==> config.mk <==
export PLATFORM = sky130hd
export DESIGN_NAME = stall_read_response_buffer_flat
export DESIGN_NICKNAME = d
export VERILOG_FILES = /design/src/rtl/stall_read_response_buffer_pkg.sv /design/src/rtl/stall_read_response_buffer_if.sv /design/src/rtl/stall_read_response_buffer_resp_fifo.sv /design/src/rtl/stall_read_response_buffer.sv /design/src/flat_wrapper.sv
export SDC_FILE = /design/constraint.sdc
export NUM_CORES = 1
export LEC_CHECK = 0
export CAP_MARGIN = 10
export CORE_MARGIN = 3
export CORE_UTILIZATION = 51
export DETAILED_ROUTE_END_ITERATION = 10
export PLACE_DENSITY = 0.76
export SYNTH_ARGS = -nofsm -noshare
export SYNTH_HDL_FRONTEND = slang
export SYNTH_SLANG_ARGS = --single-unit
==> constraint.sdc <==
create_clock -name clk -period 2.76 [get_ports clk]
set_input_delay 0.552 -clock clk [delete_from_list [all_inputs] [get_ports clk]]
set_output_delay 0.552 -clock clk [all_outputs]
set_load 0.02 [all_outputs]
==> src/rtl/stall_read_response_buffer_pkg.sv <==
// Shared defaults and width helper for the stall read-response buffer.
package stall_read_response_buffer_pkg;

    localparam int ADDR_W_DEF = 5;
    localparam int DATA_W_DEF = 32;

    // Number of bits needed to index 'value' distinct items (minimum 1).
    function automatic int clog2(input int value);
        int r_bits;
        int r_rem;
        r_bits = 0;
        r_rem  = value - 1;
        while (r_rem > 0) begin
            r_bits++;
            r_rem = r_rem >> 1;
        end
        return (r_bits < 1) ? 1 : r_bits;
    endfunction

endpackage

==> src/rtl/stall_read_response_buffer_if.sv <==
// Datapath-side and RAM-side signals of the stall read-response buffer.
interface stall_read_response_buffer_if
    import stall_read_response_buffer_pkg::*;
#(
    parameter int ADDR_W = ADDR_W_DEF,
    parameter int DATA_W = DATA_W_DEF
) ();

    logic              global_stall;
    logic              core_ren;
    logic [ADDR_W-1:0] core_raddr;
    logic [DATA_W-1:0] core_rdata;
    logic              core_rdata_valid;
    logic              core_req_ready;
    logic              core_wen;
    logic [ADDR_W-1:0] core_waddr;
    logic [DATA_W-1:0] core_wdata;
    logic [ADDR_W-1:0] mem_raddr;
    logic [DATA_W-1:0] mem_rdata;
    logic              mem_wen;
    logic [ADDR_W-1:0] mem_waddr;
    logic [DATA_W-1:0] mem_wdata;
    logic              overflow;

    // Buffer side.
    modport slave (
        input  global_stall, core_ren, core_raddr, core_wen, core_waddr,
               core_wdata, mem_rdata,
        output core_rdata, core_rdata_valid, core_req_ready, mem_raddr,
               mem_wen, mem_waddr, mem_wdata, overflow
    );

    // Datapath plus RAM side.
    modport master (
        output global_stall, core_ren, core_raddr, core_wen, core_waddr,
               core_wdata, mem_rdata,
        input  core_rdata, core_rdata_valid, core_req_ready, mem_raddr,
               mem_wen, mem_waddr, mem_wdata, overflow
    );

endinterface

==> src/rtl/stall_read_response_buffer_resp_fifo.sv <==
// Synchronous FIFO holding read data that returned while the datapath was stalled.
module stall_read_response_buffer_resp_fifo
    import stall_read_response_buffer_pkg::*;
#(
    parameter int DEPTH  = 4,
    parameter int DATA_W = DATA_W_DEF
) (
    input  logic                       clk,
    input  logic                       rst,
    input  logic                       i_push,
    input  logic [DATA_W-1:0]          i_wdata,
    input  logic                       i_pop,
    output logic [DATA_W-1:0]          o_rdata,
    output logic [clog2(DEPTH+1)-1:0]  o_count,
    output logic                       o_empty,
    output logic                       o_full
);

    localparam int PTR_W = clog2(DEPTH);
    localparam int CNT_W = clog2(DEPTH + 1);

    logic [DATA_W-1:0] r_mem [DEPTH];
    logic [PTR_W-1:0]  r_wptr;
    logic [PTR_W-1:0]  r_rptr;
    logic [CNT_W-1:0]  r_count;

    // Pointers and occupancy; DEPTH is a power of two so pointers wrap naturally.
    always_ff @(posedge clk) begin
        if (rst) begin
            r_wptr  <= '0;
            r_rptr  <= '0;
            r_count <= '0;
        end else begin
            if (i_push) r_wptr <= r_wptr + PTR_W'(1);
            if (i_pop)  r_rptr <= r_rptr + PTR_W'(1);
            case ({i_push, i_pop})
                2'b10:   r_count <= r_count + CNT_W'(1);
                2'b01:   r_count <= r_count - CNT_W'(1);
                default: r_count <= r_count;
            endcase
        end
    end

    // Storage array; data only, no reset needed.
    always_ff @(posedge clk) begin
        if (i_push) r_mem[r_wptr] <= i_wdata;
    end

    assign o_rdata = r_mem[r_rptr];
    assign o_count = r_count;
    assign o_empty = (r_count == '0);
    assign o_full  = (r_count == CNT_W'(DEPTH));

endmodule

==> src/rtl/stall_read_response_buffer.sv <==
// Stall-tolerant read-response buffer between an HLS datapath and a single-port RAM.
module stall_read_response_buffer
    import stall_read_response_buffer_pkg::*;
#(
    parameter int ADDR_W = ADDR_W_DEF,
    parameter int DATA_W = DATA_W_DEF,
    parameter int RD_LAT = 1,
    parameter int DEPTH  = 4
) (
    input  logic                        clk,
    input  logic                        rst,
    stall_read_response_buffer_if.slave bus
);

    localparam int CNT_W = clog2(DEPTH + 1);

    logic [RD_LAT-1:0] r_tag_p;
    logic [CNT_W-1:0]  r_in_flight;
    logic              r_overflow;
    logic [DATA_W-1:0] r_last_data;

    logic [ADDR_W-1:0] w_raddr;
    logic              w_arrive;
    logic              w_ready;
    logic              w_accept;
    logic              w_pop;
    logic              w_push_req;
    logic              w_push;
    logic              w_deliver;
    logic [DATA_W-1:0] w_dlv_data;
    logic [DATA_W-1:0] w_fifo_rdata;
    logic [CNT_W-1:0]  w_fifo_count;
    logic              w_fifo_empty;
    logic              w_fifo_full;

    // Request side: the RAM address is a straight pass-through.
    assign w_raddr       = bus.core_raddr;
    assign bus.mem_raddr = w_raddr;
    assign w_arrive      = r_tag_p[RD_LAT-1];
    assign w_ready       = ({1'b0, r_in_flight} + {1'b0, w_fifo_count}) < (CNT_W + 1)'(DEPTH);
    assign w_accept      = !rst && bus.core_ren && !bus.global_stall && w_ready;

    // Response side: FIFO head has priority so delivery stays in issue order;
    // reset suppresses any response already in the RAM pipeline.
    assign w_pop      = !rst && !bus.global_stall && !w_fifo_empty;
    assign w_push_req = !rst && w_arrive && (bus.global_stall || !w_fifo_empty);
    assign w_push     = w_push_req && !w_fifo_full;
    assign w_deliver  = !rst && !bus.global_stall && (!w_fifo_empty || w_arrive);
    assign w_dlv_data = w_fifo_empty ? bus.mem_rdata : w_fifo_rdata;

    assign bus.core_rdata       = w_deliver ? w_dlv_data : r_last_data;
    assign bus.core_rdata_valid = w_deliver;
    assign bus.core_req_ready   = w_ready;
    assign bus.overflow         = r_overflow;

    // Writes are blocked while stalled so a frozen datapath cannot store twice.
    assign bus.mem_wen   = bus.core_wen && !bus.global_stall;
    assign bus.mem_waddr = bus.core_waddr;
    assign bus.mem_wdata = bus.core_wdata;

    stall_read_response_buffer_resp_fifo #(
        .DEPTH  (DEPTH),
        .DATA_W (DATA_W)
    ) u_resp_fifo (
        .clk     (clk),
        .rst     (rst),
        .i_push  (w_push),
        .i_wdata (bus.mem_rdata),
        .i_pop   (w_pop),
        .o_rdata (w_fifo_rdata),
        .o_count (w_fifo_count),
        .o_empty (w_fifo_empty),
        .o_full  (w_fifo_full)
    );

    // Tag pipeline: one accept bit per cycle, advancing even while stalled.
    always_ff @(posedge clk) begin
        if (rst) begin
            r_tag_p <= '0;
        end else begin
            r_tag_p[0] <= w_accept;
            for (int i = 1; i < RD_LAT; i++) begin
                r_tag_p[i] <= r_tag_p[i-1];
            end
        end
    end

    // Count of accepted reads whose data has not yet come back from the RAM.
    always_ff @(posedge clk) begin
        if (rst) begin
            r_in_flight <= '0;
        end else begin
            case ({w_accept, w_arrive})
                2'b10:   r_in_flight <= r_in_flight + CNT_W'(1);
                2'b01:   r_in_flight <= r_in_flight - CNT_W'(1);
                default: r_in_flight <= r_in_flight;
            endcase
        end
    end

    // Sticky flag for a dropped read request.
    always_ff @(posedge clk) begin
        if (rst) begin
            r_overflow <= 1'b0;
        end else if (bus.core_ren && !bus.global_stall && !w_ready) begin
            r_overflow <= 1'b1;
        end
    end

    // Last delivered word, held on core_rdata while nothing is delivered.
    always_ff @(posedge clk) begin
        if (rst) begin
            r_last_data <= '0;
        end else if (w_deliver) begin
            r_last_data <= w_dlv_data;
        end
    end

endmodule

==> src/flat_wrapper.sv <==
// flat-port wrapper written by rule: the top's interface ports become plain ports
module stall_read_response_buffer_flat import stall_read_response_buffer_pkg::*;
#(
    parameter int ADDR_W = ADDR_W_DEF,
    parameter int DATA_W = DATA_W_DEF,
    parameter int RD_LAT = 1,
    parameter int DEPTH  = 4
)
  (clk, rst, bus_global_stall, bus_core_ren, bus_core_raddr, bus_core_wen, bus_core_waddr, bus_core_wdata, bus_mem_rdata, bus_core_rdata, bus_core_rdata_valid, bus_core_req_ready, bus_mem_raddr, bus_mem_wen, bus_mem_waddr, bus_mem_wdata, bus_overflow);
  stall_read_response_buffer_if #(.ADDR_W(ADDR_W), .DATA_W(DATA_W)) bus_i ();
  input  logic clk;
  input  logic rst;
  input wire logic [$bits(bus_i.global_stall)-1:0] bus_global_stall;
  input wire logic [$bits(bus_i.core_ren)-1:0] bus_core_ren;
  input wire logic [$bits(bus_i.core_raddr)-1:0] bus_core_raddr;
  input wire logic [$bits(bus_i.core_wen)-1:0] bus_core_wen;
  input wire logic [$bits(bus_i.core_waddr)-1:0] bus_core_waddr;
  input wire logic [$bits(bus_i.core_wdata)-1:0] bus_core_wdata;
  input wire logic [$bits(bus_i.mem_rdata)-1:0] bus_mem_rdata;
  output wire logic [$bits(bus_i.core_rdata)-1:0] bus_core_rdata;
  output wire logic [$bits(bus_i.core_rdata_valid)-1:0] bus_core_rdata_valid;
  output wire logic [$bits(bus_i.core_req_ready)-1:0] bus_core_req_ready;
  output wire logic [$bits(bus_i.mem_raddr)-1:0] bus_mem_raddr;
  output wire logic [$bits(bus_i.mem_wen)-1:0] bus_mem_wen;
  output wire logic [$bits(bus_i.mem_waddr)-1:0] bus_mem_waddr;
  output wire logic [$bits(bus_i.mem_wdata)-1:0] bus_mem_wdata;
  output wire logic [$bits(bus_i.overflow)-1:0] bus_overflow;
  assign bus_i.global_stall = bus_global_stall;
  assign bus_i.core_ren = bus_core_ren;
  assign bus_i.core_raddr = bus_core_raddr;
  assign bus_i.core_wen = bus_core_wen;
  assign bus_i.core_waddr = bus_core_waddr;
  assign bus_i.core_wdata = bus_core_wdata;
  assign bus_i.mem_rdata = bus_mem_rdata;
  assign bus_core_rdata = bus_i.core_rdata;
  assign bus_core_rdata_valid = bus_i.core_rdata_valid;
  assign bus_core_req_ready = bus_i.core_req_ready;
  assign bus_mem_raddr = bus_i.mem_raddr;
  assign bus_mem_wen = bus_i.mem_wen;
  assign bus_mem_waddr = bus_i.mem_waddr;
  assign bus_mem_wdata = bus_i.mem_wdata;
  assign bus_overflow = bus_i.overflow;
  stall_read_response_buffer #(.ADDR_W(ADDR_W), .DATA_W(DATA_W), .RD_LAT(RD_LAT), .DEPTH(DEPTH)) u_core (.clk(clk), .rst(rst), .bus(bus_i));
endmodule
==> run_results.csv, run 1 <==
group,metric,value,unit
layout,final_area,9350,um2
sta,maxSlewHeadroom,0.731,
synth,synth_seq_cells,174,
sta,tightest_slew,403,ps
place,gp_congestion,0.742,
min_path,whs_endpoint,"u_core.bus.overflow$_SDFFE_PP0P_",
place,placed_cell_area,8720,um2
power_and_ir_drop,clock_power_share,0.425,
synth,synth_cell_types,32,
synth,synth_fp_nets,621,
detailed_routing,postRouteAntennaNets,0,
cts,clk_latency,420,ps
place,place_ws,-220,ps
detailed_routing,first_iter_violations,324,
sta,period_minus_slack,2710,ps
min_path,hold-path-cell-count,2,
detailed_routing,drc,0,
sta,setup_tns,0,ps
power_and_ir_drop,combPwrFrac,0.072,
layout,multi_input_area,2270,um2
power_and_ir_drop,p_sw,1.27,mW
worst_setup_path,reg2reg_to,"u_core.r_in_flight[2]$_SDFFE_PP0P_",
layout,regArea,4770,um2
floorplanning,die-area,16200,um2
cts,clk_pin_slew_worst_paths,70,ps
sta,slew_viol_final,0,
layout,syn_to_final_growth,24.4,%
floorplanning,num_io_pins,157,
worst_setup_path,r2r_start,"u_core.u_resp_fifo.o_count[1]$_SDFFE_PP0P_",
sta,rsz0062_at_grt,"yes",
global_routing,antenna_found_initial,0,
cts,cts_tree,"built",
global_routing,grt_pass1_vias,4768,
job,cap_violations,0,
power_and_ir_drop,ir_drop,0.000404,V
global_routing,grt_start_max_net_pins,38,
power_and_ir_drop,seq_power_share,0.502,
global_routing,overflow,0,
global_routing,track_usage,0.198,
layout,fin_nets,735,
place,port_buffers,72,
place,dp_hpwl,9.98,mm
worst_setup_path,cp_max_fo,4,
synth,synth_cells,532,
sta,final-hold-violation-count,0,
floorplanning,initial_utilization,0.531,
worst_setup_path,cp.arrival,2150,ps
synth,yosysSeqAreaShare,0.634,
power_and_ir_drop,p_leak,3.50,nW
floorplanning,die_h,127,um
cts,cts_max_level,4,
cts,cts_buffer_depth,2,
synth,yosysWarnings,0,
floorplanning,rows,43,
layout,final_common_cell,"edfxtp_1",
sta,fmax,369,MHz
cts,clock_sinks,174,
worst_setup_path,crit_start,"u_core.u_resp_fifo.o_count[2]$_SDFFE_PP0P_",
worst_setup_path,r2r.worst_path.cells,12,
synth,avgSynthCellArea,14.1,um2
worst_setup_path,cp-end-kind,"primary output",
min_path,hold_start,"u_core.bus.overflow$_SDFFE_PP0P_",
detailed_routing,wl_per_cell,18.2,um
cts,cts_buffers,17,
sta,fin_ws,53.3,ps
floorplanning,core,14100,um2
worst_setup_path,start_kind,"register",
sta,fin_crit_sh,0.981,
power_and_ir_drop,switching_share,0.224,
worst_setup_path,critical_path_required,2210,ps
worst_setup_path,r2r_setup_slack,280,ps
detailed_routing,dr.pass1.iters,4,
cts,cts-root-buf,"clkbuf_16",
power_and_ir_drop,finalPower,5.66,mW
sta,setup_viol,0,
layout,diodes,0,
cts,cts_hold_buf,0,
synth,synth.cell_area,7510,um2
power_and_ir_drop,power_density,605,nW/um2
sta,whs,461,ps
detailed_routing,routed-via-count,4501,
layout,drive_above_1_share,0.375,
worst_setup_path,crit_type,"register to primary output",
min_path,hold_class,"register to register",
run_status,status,"complete, no violations",
detailed_routing,vias_per_cell,5.36,
global_routing,grt_pass1_wl,24.7,mm
layout,fillCellCount,1010,
layout,final_cell_mix,"edfxtp_1, buf_4, nor2_1",
detailed_routing,routed_wl,15.3,mm
sta,skew,9.00,ps
floorplanning,die_w,127,um
power_and_ir_drop,internal_power,4.39,mW
[how the worst max path moves through the flow]
stage / endpoint / slack (ps) / cells after the start
floorplan: u_core.r_in_flight[2]$_SDFFE_PP0P_ / 240 / 11
global placement: bus_core_rdata[17] / -170 / 7
detailed placement: bus_core_rdata[22] / -220 / 7
CTS: bus_core_rdata[23] / 0.4 / 6
global route: bus_core_rdata[24] / -7 / 6
finish: bus_core_rdata[31] / 50 / 6
[stage by stage]
stage | instances | util
2_1_floorplan | 532 | -
3_3_place_gp | 796 | 0.616
3_5_place_dp | 796 | 0.616
4_1_cts | 828 | 0.659
5_1_grt | 839 | 0.660
6_report | 839 | 0.660
[Yosys cell counts, drive strengths merged]
cell type	n	area (um2)
a211oi	1	7.51
a21oi	6	30.0
and2	4	25.0
and3	33	342
buf	61	429
clkbuf	7	26.3
dfxtp	46	921
edfxtp	128	3840
fa	2	40.0
ha	8	100
inv	11	41.3
mux2i	1	10.0
mux4	32	721
nand2	62	233
nand3	1	5.00
nand3b	1	7.51
nor2	76	285
nor2b	2	12.5
nor3	33	305
nor4	1	6.26
o21a	1	7.51
o21ai	3	15.0
o31ai	1	7.51
or3	3	18.8
or3b	1	8.76
xnor2	2	17.5
xor2	5	43.8
[power groups by stage]
stage	registers, mW	logic, mW	clock network, mW
after floorplan	2.90	0.283	0
after global placement	2.90	0.414	0
after detailed placement	2.90	0.429	0
after CTS	2.84	0.418	2.46
after global routing	2.84	0.449	2.56
final	2.84	0.410	2.40
[kinds of logic (layout without fill, tap and decap cells)]
kind of cell | after synthesis | count (layout) | share of synthesized area
buffers and inverters | 79 | 206 | 0.0661
XOR/XNOR | 7 | 7 | 0.00816
flip-flops | 174 | 174 | 0.634
adder cells (fa/ha/maj) | 10 | 10 | 0.0187
AO/OA/AOI/OAI | 12 | 12 | 0.00900
AND/OR/NAND/NOR | 217 | 217 | 0.166
multiplexers | 33 | 33 | 0.0973
[registers in the layout, summed over array words and instances (netlist names), named ones only]
| signal | cells |
|---|---|
| u_core.bus.overflow | 1 |
| u_core.u_resp_fifo.r_rptr | 2 |
| u_core.r_last_data | 32 |
| u_core.r_tag_p | 1 |
| u_core.u_resp_fifo.o_count | 3 |
| u_core.u_resp_fifo.r_mem | 128 |
| u_core.u_resp_fifo.r_wptr | 2 |
| u_core.r_in_flight | 3 |
[critical path, cell delays in order, from the launching register on]
cell	delay, ps
dfxtp_1	310
or3_1	420
o21a_4	250
buf_4	150
and3_1	160
nor2_1	160
clkdlybuf4s15_2	280
[metal layers]
| layer | GRT usage | up-vias | wire length [um] |
|---|---|---|---|
| met4 | 0.109 | 0 | 537 |
| li1 | - | 2093 | - |
| met5 | 0 | - | 0 |
| met2 | 0.328 | 105 | 7900 |
| met1 | 0.248 | 2252 | 6290 |
| met3 | 0.0347 | 51 | 582 |
[what timing repair did]
item	CTS	global route
setup endpoints to repair	34	31
gates cloned	0	1
gates resized for setup	79	25
pin swaps	0	0
setup buffers	0	10
[final cells by class]
class,count,area share
sequential,174,0.510
multi-input combinational,279,0.243
timing repair buffer,163,0.153
clock buffer,17,0.0455
tap,180,0.0241
clock inverter,15,0.0193
inverter,11,0.00442
Power figures use the tool's default switching activity.
==> run 2, diff against run 1 <==
- CORE_ASPECT_RATIO: not set -> 0.8
==> run 2 against run 1 <==
Net effect: critical path depth shrank 1; global-route usage rose by 0.86 points; wire length rose by 3.5%; clock skew increased by 5.1 ps; core utilization decreased by 1.3 points; flip-flop and latch count is the same; sequential share of layout area up 0.30 points; combinational power about the same; worst setup slack gained 13 ps; non-clock buffer count stayed put; final cell count grew 0.48%; largest cell class unchanged.
==> run_results.csv, run 2 (synthesized netlist as in run 1, its figures left out) <==
group,metric,value,unit
layout,regMostFlops,"u_core.u_resp_fifo.r_mem",
layout,biggestRegsByFlops,"u_core.u_resp_fifo.r_mem x128, u_core.r_last_data x32",
place,gp_congestion,0.777,
layout,final_cell_mix,"edfxtp_1, buf_4, nor2_1",
floorplanning,die-area,16200,um2
sta,final-hold-violation-count,0,
layout,multi_input_area,2290,um2
power_and_ir_drop,ir_drop,0.000510,V
sta,slew_viol_final,0,
global_routing,use_met1,0.254,
floorplanning,die_h,115,um
power_and_ir_drop,p_leak,3.50,nW
power_and_ir_drop,combPwrFrac,0.075,
floorplanning,num_io_pins,157,
worst_setup_path,r2r_setup_slack,300,ps
sta,rsz0062_at_grt,"no",
global_routing,met3_usage,0.0559,
power_and_ir_drop,finalPower,5.53,mW
worst_setup_path,cp_max_fo,4,
sta,setup_viol,0,
detailed_routing,dr.pass1.iters,4,
cts,cts_max_level,4,
sta,period_minus_slack,2690,ps
detailed_routing,postRouteAntennaNets,0,
sta,maxSlewHeadroom,0.660,
worst_setup_path,crit_path_top_delay_cell,"mux4_2",
sta,setup_tns,0,ps
worst_setup_path,cpPeakStageDelay,490,ps
global_routing,overflow,0,
worst_setup_path,start_kind,"register",
floorplanning,rows,39,
layout,diodes,0,
job,cap_violations,0,
power_and_ir_drop,p_sw,1.19,mW
cts,cts_buffer_depth,2,
global_routing,grt_pass1_vias,4838,
worst_setup_path,r2r_start,"u_core.u_resp_fifo.o_count[1]$_SDFFE_PP0P_",
detailed_routing,vias_per_cell,5.38,
run_status,status,"complete, no violations",
layout,stdcell_count,843,
min_path,hold_class,"register to register",
worst_setup_path,cp-end-kind,"primary output",
power_and_ir_drop,clock_power_share,0.411,
power_and_ir_drop,power_density,595,nW/um2
power_and_ir_drop,switching_share,0.216,
layout,largest_reg_flops,128,
floorplanning,die_w,142,um
layout,syn_to_final_growth,23.7,%
sta,tightest_slew,509,ps
global_routing,track_usage,0.206,
worst_setup_path,crit_chain,"buf_4 > mux4_2 > o21ai_0 > a21oi_1 > dlygate4sd2_1",
global_routing,grt_pass1_wl,25.1,mm
worst_setup_path,critical_path_required,2210,ps
min_path,whs_endpoint,"u_core.bus.overflow$_SDFFE_PP0P_",
min_path,hold_start,"u_core.bus.overflow$_SDFFE_PP0P_",
place,dp_cells,804,
layout,regArea,4770,um2
global_routing,grt-busiest-layer,"met2",
detailed_routing,wl_per_cell,18.8,um
cts,clk_pin_slew_worst_paths,60,ps
cts,clk_latency,430,ps
worst_setup_path,r2r.worst_path.cells,12,
worst_setup_path,crit_type,"register to primary output",
power_and_ir_drop,seq_power_share,0.514,
cts,clock_sinks,174,
sta,fin_crit_sh,0.976,
cts,cts-root-buf,"clkbuf_16",
sta,skew,14.1,ps
detailed_routing,routed_wl,15.8,mm
detailed_routing,routed-via-count,4536,
cts,cts_buffers,17,
layout,fillCellCount,1035,
power_and_ir_drop,internal_power,4.33,mW
global_routing,gr-usage-met2,0.335,
layout,fin_nets,735,
min_path,hold-path-cell-count,2,
place,dp_hpwl,10.2,mm
layout,drive_above_1_share,0.382,
floorplanning,core,14300,um2
place,port_buffers,72,
worst_setup_path,reg2reg_to,"u_core.r_in_flight[2]$_SDFFE_PP0P_",
global_routing,antenna_found_initial,0,
floorplanning,initial_utilization,0.523,
global_routing,grt_start_max_net_pins,35,
sta,fmax,371,MHz
cts,cts_tree,"built",
detailed_routing,first_iter_violations,246,
layout,final_common_cell,"edfxtp_1",
worst_setup_path,cp.arrival,2140,ps
detailed_routing,drc,0,
run 2: what timing repair did:
item / CTS / global route
gates resized for setup: 86 / 38
cloned: 2 / 0
endpoints found under the setup margin: 34 / 32
hold buffers: 0 / 0
buffers inserted: 4 / 1
run 2: worst max-delay path by stage:
stage,startpoint,endpoint,slack [ps],depth (start not counted)
global route,register,bus_core_rdata[30],30,5
floorplan,u_core.u_resp_fifo.o_count[1]$_SDFFE_PP0P_,u_core.r_in_flight[2]$_SDFFE_PP0P_,240,11
global placement,bus_global_stall,bus_core_rdata[14],-200,7
CTS,register,bus_core_rdata[10],-20,7
detailed placement,bus_global_stall,u_core.u_resp_fifo.o_count[2]$_SDFFE_PP0P_,-230,11
finish,register,bus_core_rdata[30],70,5
run 2: per-layer routing:
layer,share of wire,vias to the layer above
li1,-,2095
met1,0.41,2270
met2,0.50,122
met3,0.058,49
met4,0.032,0
met5,0,-
run 2: area by class of cell:
type / instances / area share
inverters: 11 / 0.00444
repair buffers: 163 / 0.150
multi-input cells: 279 / 0.247
well taps: 184 / 0.0248
clock inverters: 10 / 0.00970
flip-flops and latches: 174 / 0.513
clock buffers: 22 / 0.0510
run 2: power by group through the flow:
stage / Sequential (mW) / Clock, mW / Combinational (mW)
6_report: 2.84 / 2.27 / 0.413
5_1_grt: 2.84 / 2.42 / 0.450
4_1_cts: 2.84 / 2.31 / 0.427
3_5_place_dp: 2.90 / 0 / 0.434
3_3_place_gp: 2.90 / 0 / 0.416
2_1_floorplan: 2.90 / 0 / 0.283
run 2: critical path: cells and delay by family, from the launching register on:
| family | cells | cell delay [ps] |
|---|---|---|
| mux | 1 | 490 |
| flops | 1 | 380 |
| compound gates | 2 | 410 |
| buf+inv | 2 | 440 |
run 2: through the flow:
step	instance area, um2	utilization	hold slack [ps]	setup WS [ps]
after global placement	8750	0.610	433	-200
after detailed placement	8750	0.610	440	-226
after CTS	9400	0.655	450	-20.0
after floorplan	7520	-	456	238
after global routing	9290	0.648	483	26.5
final	9290	0.648	452	66.0
==> run 3, diff against run 2 <==
- CTS_CLUSTER_DIAMETER: not set -> 80
- SKIP_LAST_GASP: not set -> 1
- clock period: 2.76 -> 2.7 ns (I/O delays scaled with it)
==> run 3 against run 2 <==
Net effect: critical path depth up 1; wire length down 0.64%; first-iteration DRC count up 14%; sequential power up 2%; largest power group unchanged; count of clock-buffer cells in the layout down 4.
==> run_results.csv, run 3 (synthesized netlist as in run 1, its figures left out) <==
group,metric,value,unit
layout,fillCellCount,989,
power_and_ir_drop,p_leak,3.59,nW
layout,biggestRegsByFlops,"u_core.u_resp_fifo.r_mem x128, u_core.r_last_data x32",
global_routing,track_usage,0.206,
detailed_routing,drc,0,
power_and_ir_drop,switching_share,0.217,
global_routing,overflow,0,
layout,multi_input_area,2280,um2
sta,fin_crit_sh,1.00,
cts,cts_tree,"built",
sta,skew,10.6,ps
place,port_buffers,72,
sta,setup_viol,0,
power_and_ir_drop,clock_power_share,0.440,
floorplanning,die_h,115,um
layout,fin_nets,744,
power_and_ir_drop,p_sw,1.30,mW
global_routing,grt_start_max_net_pins,35,
detailed_routing,postRouteAntennaNets,0,
sta,whs,450,ps
cts,cts_max_level,4,
cts,cts_buffers,17,
global_routing,grt_pass1_vias,4769,
cts,clk_pin_slew_worst_paths,60,ps
worst_setup_path,cp.arrival,2160,ps
cts,clock_sinks,174,
sta,rsz0062_at_grt,"yes",
sta,final-hold-violation-count,0,
detailed_routing,dr.pass1.iters,4,
worst_setup_path,path_delay_family,"buffers and inverters",
place,gp_congestion,0.779,
power_and_ir_drop,internal_power,4.67,mW
sta,tightest_slew,509,ps
sta,fmax,370,MHz
global_routing,antenna_found_initial,0,
cts,cts_buffer_depth,2,
worst_setup_path,crit_path_top_delay_cell,"mux4_2",
worst_setup_path,start_kind,"register",
job,cap_violations,0,
sta,maxSlewHeadroom,0.661,
layout,largest_reg_flops,128,
worst_setup_path,cp_max_fo,6,
min_path,hold_class,"register to register",
worst_setup_path,crit_type,"register to primary output",
layout,drive_above_1_share,0.394,
layout,final_cell_mix,"edfxtp_1, buf_4, nor2_1",
floorplanning,rows,39,
power_and_ir_drop,combPwrFrac,0.073,
floorplanning,die_w,142,um
detailed_routing,first_iter_violations,281,
floorplanning,core,14300,um2
power_and_ir_drop,power_density,627,nW/um2
layout,syn_to_final_growth,26.8,%
floorplanning,die-area,16200,um2
sta,slew_viol_final,0,
power_and_ir_drop,ir_drop,0.000547,V
power_and_ir_drop,finalPower,5.97,mW
place,place_ws,-268,ps
run_status,status,"complete, no violations",
detailed_routing,wl_per_cell,18.5,um
sta,period_minus_slack,2700,ps
floorplanning,initial_utilization,0.523,
layout,final_area,9520,um2
place,placed_cell_area,8880,um2
layout,regMostFlops,"u_core.u_resp_fifo.r_mem",
detailed_routing,routed_wl,15.7,mm
worst_setup_path,cp-end-kind,"primary output",
place,dp_hpwl,10.0,mm
layout,final_common_cell,"edfxtp_1",
layout,regArea,4770,um2
global_routing,grt_pass1_wl,25.1,mm
sta,setup_tns,0,ps
sta,fin_ws,0.0759,ps
worst_setup_path,cpPeakStageDelay,480,ps
cts,clk_latency,440,ps
cts,cts-root-buf,"clkbuf_16",
detailed_routing,routed-via-count,4528,
layout,diodes,0,
worst_setup_path,crit_chain,"bufbuf_16 > mux4_2 > nand2_1 > and3_4 > nor2_1 > clkdlybuf4s15_2",
detailed_routing,vias_per_cell,5.31,
worst_setup_path,critical_path_required,2160,ps
floorplanning,num_io_pins,157,
power_and_ir_drop,seq_power_share,0.487,
worst_setup_path,critPathBufInv,2,
-- run 3: cell count changes in the layout (fill, tap and decap cells not counted), moves of 3 or more --
cell / delta
buf_12: +8
buf_2: +8
buf_6: -3
bufinv_16: +3
clkbuf_2: -7
clkbuf_8: -3
clkinv_2: -3
-- run 3: routing by layer --
| metal | track usage | wire [um] |
|---|---|---|
| met1 | 0.255 | 6460 |
| met2 | 0.331 | 7710 |
| met3 | 0.0572 | 967 |
| met4 | 0.113 | 603 |
| met5 | 0 | 0 |
-- run 3: cell type report --
cell class | count | share of cell area
clock buffer | 18 | 0.0451
clock inverter | 14 | 0.0218
inverter | 11 | 0.00434
multi-input combinational | 279 | 0.240
sequential | 174 | 0.501
tap | 184 | 0.0242
timing repair buffer | 172 | 0.164
-- run 3: final timing paths --
check	start	to	slack [ps]	cells after the start
setup / recovery	register	bus_core_rdata[18]	0.08	6
setup reg to reg	u_core.u_resp_fifo.o_count[1]$_SDFFE_PP0P_	u_core.r_in_flight[2]$_SDFFE_PP0P_	200	12
hold reg to reg	u_core.bus.overflow$_SDFFE_PP0P_	u_core.bus.overflow$_SDFFE_PP0P_	450	2
hold / removal	u_core.bus.overflow$_SDFFE_PP0P_	u_core.bus.overflow$_SDFFE_PP0P_	450	2
-- run 3: repair_timing --
| item | in CTS | in global routing |
|---|---|---|
| setup endpoints to repair | 34 | 32 |
| hold buffers | 0 | 0 |
| setup buffers | 1 | 4 |
| cloned | 2 | 0 |
| pin swaps | 0 | 0 |
| resized for setup | 104 | 25 |
| hold endpoints to repair | 0 | 0 |
-- run 3: worst register-to-register path, cell delays in order (launching register included) --
cell     delay (ps)
dfxtp_1         310
buf_4           150
ha_1            290
and3_1          190
nor4_2          230
and3_1          220
inv_1            40
ha_1            210
inv_1            80
fa_1            180
xor2_1           80
or3_1           300
a21oi_1         160
-- run 3: stage by stage --
| stage | instances | util |
|---|---|---|
| final | 852 | 0.664 |
| after global routing | 852 | 0.664 |
| after CTS | 848 | 0.666 |
| after detailed placement | 813 | 0.619 |
| after global placement | 813 | 0.619 |
| after floorplan | 532 | - |
-- run 3: power by group through the flow --
stage / Clock, mW / Combinational (mW) / Sequential (mW)
6_report: 2.63 / 0.434 / 2.91
5_1_grt: 2.78 / 0.473 / 2.91
4_1_cts: 2.67 / 0.441 / 2.91
3_5_place_dp: 0 / 0.451 / 2.96
3_3_place_gp: 0 / 0.436 / 2.96
2_1_floorplan: 0 / 0.289 / 2.96
